### src/rtl/level_pkg.sv
// level_pkg: shared types and defaults for the level tile loader.
package level_pkg;
  localparam int TILE_ADDR_W = 6;
  localparam int NUM_LEVELS = 4;
  typedef enum logic [1:0] {IDLE, WAIT_VS, READ, DONE} load_state_t;
  typedef enum logic [1:0] {REQ_NONE, REQ_INIT, REQ_NEXT, REQ_RESTART} req_sel_t;
  function automatic req_sel_t req_pick(input logic init, input logic next, input logic restart);
    return init ? REQ_INIT : next ? REQ_NEXT : restart ? REQ_RESTART : REQ_NONE;
  endfunction
endpackage

### src/rtl/level_load_ctrl_vs_edge_det.sv
// vs_edge_det: rising-edge detector on vs with a registered history bit.
module vs_edge_det (
  input  logic Clk,
  input  logic Reset,
  input  logic vs,
  output logic rise
);
  logic vs_q;
  always_ff @(posedge Clk or posedge Reset)
    if (Reset) vs_q <= 1'b0;
    else vs_q <= vs;
  assign rise = vs & ~vs_q;
endmodule

### src/rtl/level_load_ctrl.sv
// level_load_ctrl: arbitrates level-change requests and streams a level's tiles from ROM to tile RAM.
// Define LEVEL_LOAD_VS_SYNC_EN to hold each load until a vs rising edge.
module level_load_ctrl #(
  parameter int ADDR_W = level_pkg::TILE_ADDR_W,
  parameter int NUM_LEVELS = level_pkg::NUM_LEVELS,
  parameter int LEVEL_W = 2
) (
  input  logic                      Clk,
  input  logic                      Reset,
  input  logic                      vs,
  input  logic                      init_req,
  input  logic                      next_req,
  input  logic                      restart_req,
  output logic [LEVEL_W+ADDR_W-1:0] rom_addr,
  output logic                      wr_en,
  output logic [ADDR_W-1:0]         wr_addr,
  output logic [LEVEL_W-1:0]        level_idx,
  output logic                      busy,
  output logic                      done
);
  import level_pkg::*;
  load_state_t state, state_nxt;
  logic pend_init, pend_next, pend_restart;
  logic [ADDR_W-1:0] idx;
  logic vs_rise;
  req_sel_t sel;
  logic grant;
  assign sel = req_pick(pend_init, pend_next, pend_restart);
  assign grant = (state == IDLE) && (sel != REQ_NONE);
`ifdef LEVEL_LOAD_VS_SYNC_EN
  localparam load_state_t AFTER_GRANT = WAIT_VS;
  vs_edge_det u_vs_edge (.Clk(Clk), .Reset(Reset), .vs(vs), .rise(vs_rise));
`else
  localparam load_state_t AFTER_GRANT = READ;
  logic unused_vs;
  assign unused_vs = vs;
  assign vs_rise = 1'b0;
`endif
  always_ff @(posedge Clk or posedge Reset)
    if (Reset) state <= IDLE;
    else state <= state_nxt;
  always_comb begin
    state_nxt = state;
    unique case (state)
      IDLE:    state_nxt = grant ? AFTER_GRANT : IDLE;
      WAIT_VS: state_nxt = vs_rise ? READ : WAIT_VS;
      READ:    state_nxt = (idx == '1) ? DONE : READ;
      DONE:    state_nxt = IDLE;
    endcase
  end
  always_comb begin
    busy = state != IDLE;
    done = state == DONE;
    rom_addr = {level_idx, idx};
  end
  // A pulse landing in the grant cycle survives the clear and is serviced by a later load.
  always_ff @(posedge Clk or posedge Reset)
    if (Reset) begin
      pend_init <= 1'b0;
      pend_next <= 1'b0;
      pend_restart <= 1'b0;
      level_idx <= '0;
      idx <= '0;
      wr_en <= 1'b0;
      wr_addr <= '0;
    end else begin
      pend_init <= (grant ? 1'b0 : pend_init) | init_req;
      pend_next <= (grant ? 1'b0 : pend_next) | next_req;
      pend_restart <= (grant ? 1'b0 : pend_restart) | restart_req;
      level_idx <= !grant ? level_idx :
                   sel == REQ_INIT ? '0 :
                   sel == REQ_NEXT ? (level_idx == LEVEL_W'(NUM_LEVELS - 1) ? '0 : level_idx + LEVEL_W'(1)) :
                   level_idx;
      idx <= (state == READ) ? idx + ADDR_W'(1) : '0;
      wr_en <= state == READ;
      wr_addr <= (state == READ) ? idx : wr_addr;
    end
endmodule

### config.mk
export PLATFORM = sky130hd
export DESIGN_NAME = level_load_ctrl
export DESIGN_NICKNAME = d
export VERILOG_FILES = /design/src/rtl/level_pkg.sv /design/src/rtl/level_load_ctrl_vs_edge_det.sv /design/src/rtl/level_load_ctrl.sv
export SDC_FILE = /design/constraint.sdc
export NUM_CORES = 1
export LEC_CHECK = 0
export BUFFER_PORTS_ARGS = -buffer_cell sky130_fd_sc_hd__buf_4
export CAP_MARGIN = 20
export CORE_ASPECT_RATIO = 0.75
export CORE_MARGIN = 5
export CORE_UTILIZATION = 35
export DETAILED_ROUTE_END_ITERATION = 8
export GPL_TIMING_DRIVEN = 0
export SKIP_LAST_GASP = 1
export SYNTH_ARGS = -nofsm -noshare
export SYNTH_HDL_FRONTEND = slang
export SYNTH_SLANG_ARGS = --single-unit
### constraint.sdc
create_clock -name Clk -period 2 [get_ports Clk]
set_clock_uncertainty 0.15 [all_clocks]
set_input_delay 0.3 -clock Clk [delete_from_list [all_inputs] [get_ports Clk]]
set_output_delay 0.3 -clock Clk [all_outputs]
set_load 0.05 [all_outputs]
Yosys cells after proc, flatten, opt, wreduce, memory -nomap -nowiden:

Index checks and enable logic that the tools add are counted.

* word-level logic and storage cells: 39
* output and inout bits: 19
* bits in registers: 20
* input port bits: 6

* equality and inequality tests: 7
* reductions and logical operators: 6
* add/subtract/negate cells: 2
* bitwise logic cells: 3
* muxes and demuxes: 13

Operators with widths (number)
* $mux W2: 7
* $eq A2 B2 Y1 const B: 4
* $pmux W2 S4: 1
* $add A6 B1 Y6 const B: 1
* $eq A6 B6 Y1 const B: 1
* $mux W6: 1
* $reduce_bool A2 Y1: 3
* $eq A2 B1 Y1 const B: 2
* $mux W1: 4
* $or A1 B1 Y1: 3
* $add A2 B1 Y2 const B: 1
* $logic_not A2 Y1: 1
* $reduce_and A2 Y1: 1
* $logic_and A1 B1 Y1: 1

Depth between registers and ports, before layout:

* word-level depth: 7
* depth in mapped cells: 8
* depth with buffers taken out: 7

Worst setup path before layout:

Ideal clock, no wire load.

* path type: register to register
* start: reg pend_next
* end: reg level_idx[0]
* library setup time: 127 ps
* path buffers: 1
* clock period less this slack: 1676 ps
* setup slack: 324 ps
* cell stages (with the launch flop): 9
* required time: 1723 ps
* data arrival time: 1399 ps
* cells stage by stage: dfrtp_1 -> inv_1 -> a21o_1 -> inv_1 -> ha_1 -> or3_1 -> buf_6 -> o21ai_1 -> o31ai_2

* cells in the longest elaborated chain, start to end: 5
* elaborated cells between the ends (all ways): 9
* classes of those cells: eq/ne (2); mux (3); reduce/logical (4)

RTL lines
* start: declaration: RTL line level_load_ctrl.sv:23 `logic pend_init, pend_next, pend_restart;`
* start signal: assignment: RTL line level_load_ctrl.sv:68 `pend_next <= (grant ? 1'b0 : pend_next) | next_req;`
* $mux W2 (*) (2 in a row): RTL line level_pkg.sv:8 `return init ? REQ_INIT : next ? REQ_NEXT : restart ? REQ_RESTART : REQ_NONE;`
* $eq A2 B1 Y1 (tied with other cells): RTL line level_load_ctrl.sv:71 `sel == REQ_INIT ? '0 :`
* $reduce_bool A2 Y1 (no source line) or $logic_and A1 B1 Y1 (tied branches)
* $reduce_and A2 Y1 (no source line)
* end signal: assignment: RTL line level_load_ctrl.sv:70 `level_idx <= !grant ? level_idx :`
* end: declaration: RTL line level_load_ctrl.sv:17 `output logic [LEVEL_W-1:0] level_idx,`

Mark *: on every way between the ends. The rest lies on a longest branch, timed or not.
A chain may end at the register's enable or synchronous reset.

Worst setup path in the final report:

Same ends and word-level chain as after synthesis.

==> results.ini <==
[final_layout]
mostFrequentLayoutCell=buf_4
nFillCells=234
nets=121
antenna_cells=0
syn_to_final_growth_pct=27.1
multi_input_area_um2=323
drive_above_1_share=0.321
stdcell_count=143
fin_area_um2=1110
final_cell_mix=buf_4 (25), nand2_1 (21), dfrtp_1 (20)
regArea_um2=500

[flow_run]
cap_violations=0

[timing]
worst_slew_pin_slew_ps=777
slew_violations=0
min_period_over_period=0.869
whs_ps=-16.5
setup_viol=0
min_period_ps=1740
final-hold-violation-count=20
tns_ps=0
fmax_mhz=576
relSlewSlack=0.481
rsz0062_at_grt=false

[power]
power.share.combinational=0.530
switching_share=0.500
p_int_uw=889
vdd.ir_drop.worst_v=0.000526
power_density_nw_per_um2=1590
seqPwrFrac=0.365
p_clk_frac=0.105
leakagePower_uw=0.000568
p_sw_uw=888

[die]
start_util=0.374
io_pins=25
num_rows=15
fp.coreArea_um2=2350
die_y_um=53.4
die_w_um=67.8
die-area_um2=3620

[worst_setup_path]
start_kind=register
reg2regPathDepth=8
worstReg2RegStart=pend_next
slowest_stage=dfrtp_1
crit_arrival_ps=1780
r2r-end=level_idx[0]
end_kind=register
cpMostUsedCell=inv_1
rrSetupSlack_ps=260
critPathMaxFanout=8
cp_cell_sequence=inv_1 > a21o_1 > inv_1 > ha_1 > or3_1 > buf_6 > o21ai_1 > o31ai_2
critPathMaxStageDelay_ps=400
worst-endpoint-required_ps=2040
worstSetupPathType=register to register

[placement]
place.port_buffers=23
post-place-cells=140
gp_congestion=0.682
placed_area_um2=1090
post-dp-hpwl_mm=1.24

[synth]
synth_area_leaders=dfrtp_1 (57%), nand2_1 (9.0%), ha_1 (5.7%), a21o_1 (3.4%), inv_1 (2.1%)
synth_area_um2=877
yosysWarningCount=0
yosysTopAreaCell=dfrtp_1
syn_avg_cell_area_um2=10.6
synth_seq_area_share=0.571
ys_async_sr_fraction=1.00
ys.flop_type=dfrtp_1
synth_cell_types=25
synth-edff-count=0
synthesis.nets=93
synth_seq_cells=20
synth_top_area_share=0.571
synth_cells=83

[grt]
grt_usage=0.108
grt_max_degree=21
globalRoute.totalOverflow=0
grt_pass1_vias=646
grt_pass1_wl_mm=2.82
grt_antenna_before_repair=0

[clock_network]
h-tree-depth=1
numCtsBuffers=3
clk_path_buf_depth=2
clockRootBuffer=clkbuf_4
postCtsHoldBufs=0
cts.repair.resized=0
post_cts_buffers=0
cts.sinks=20
cts_tree=built
path_clk_slew_ps=110
clock_latency_ps=300

[detailed_routing]
firstDrtPassIters=4
viasPerCell=4.41
wl_per_cell_um=11.9
drc=0
drt-total-wl_mm=1.70
ant_nets=0
drtIter0Drc=29
vias=630

[outcome]
violations=negative hold slack
status=finished, violations left

[min_path]
hold_class=input pin to asynchronous set/reset pin

worst max path at each step:
stage	from	to	cells past startpoint
floorplan	pend_next	level_idx[0]	8
global placement	pend_next	level_idx[0]	8
detailed placement	pend_next	level_idx[0]	8
CTS	pend_next	level_idx[0]	8
global route	pend_next	level_idx[0]	8
finish	pend_next	level_idx[0]	8
cell usage after synthesis, types with 2 or more instances:
master,instances
and2_1,2
xor2_1,2
dfrtp_1,20
inv_1,5
nor2_1,4
ha_1,4
buf_4,2
a21o_1,4
or3_1,3
nand2_1,21
nand3_1,2
worst max-delay path: cells and delay by family, from the launching register on:
kind                     cells  cell delay [ps]
flip-flops                   1              400
AO/OA/AOI/OAI                3              350
AND/OR/NAND/NOR              1              320
buffers and inverters        3              250
adder cells (fa/ha/maj)      1              180
per-stage QoR:
stage	hold slack, ps	power (uW)	utilization	setup WS [ps]
4_1_cts	7.23	1800	0.475	241
2_1_floorplan	114	1320	-	324
3_3_place_gp	311	1600	0.466	267
5_1_grt	15.4	1890	0.475	192
6_report	-16.5	1780	0.475	263
3_5_place_dp	317	1610	0.466	253
power by group through the flow:
stage	clock (uW)	combinational [uW]	sequential (uW)
CTS	200	955	650
finish	187	942	648
global placement	0	942	654
floorplan	0	262	1060
global route	209	1000	677
detailed placement	0	952	659
final cells by class:
type | count | share of cell area
timing repair buffer | 23 | 0.155
clock buffer | 3 | 0.0202
multi-input combinational | 53 | 0.290
inverter | 6 | 0.0202
tap | 34 | 0.0382
sequential | 20 | 0.449
buffer | 4 | 0.0281
state kept, by name (all words and copies together), names as in the netlist, named ones only:
signal        count
idx               6
level_idx         2
pend_init         1
pend_next         1
pend_restart      1
state             1
wr_addr           6
wr_en             1
cell families after synthesis:
group / share of synthesized area
compound gates: 0.113
xor+xnor: 0.0300
fa+ha+maj: 0.0571
buf+inv: 0.0613
flops: 0.571
simple gates: 0.168
per-layer routing:
| metal | vias to the layer above | global-route usage | routed length (um) |
|---|---|---|---|
| li1 | 320 | - | - |
| met1 | 293 | 0.143 | 845 |
| met2 | 13 | 0.158 | 746 |
| met3 | 4 | 0.0340 | 74 |
| met4 | 0 | 0.0495 | 28 |
| met5 | - | 0 | 0 |
Power figures use the tool's default switching activity.
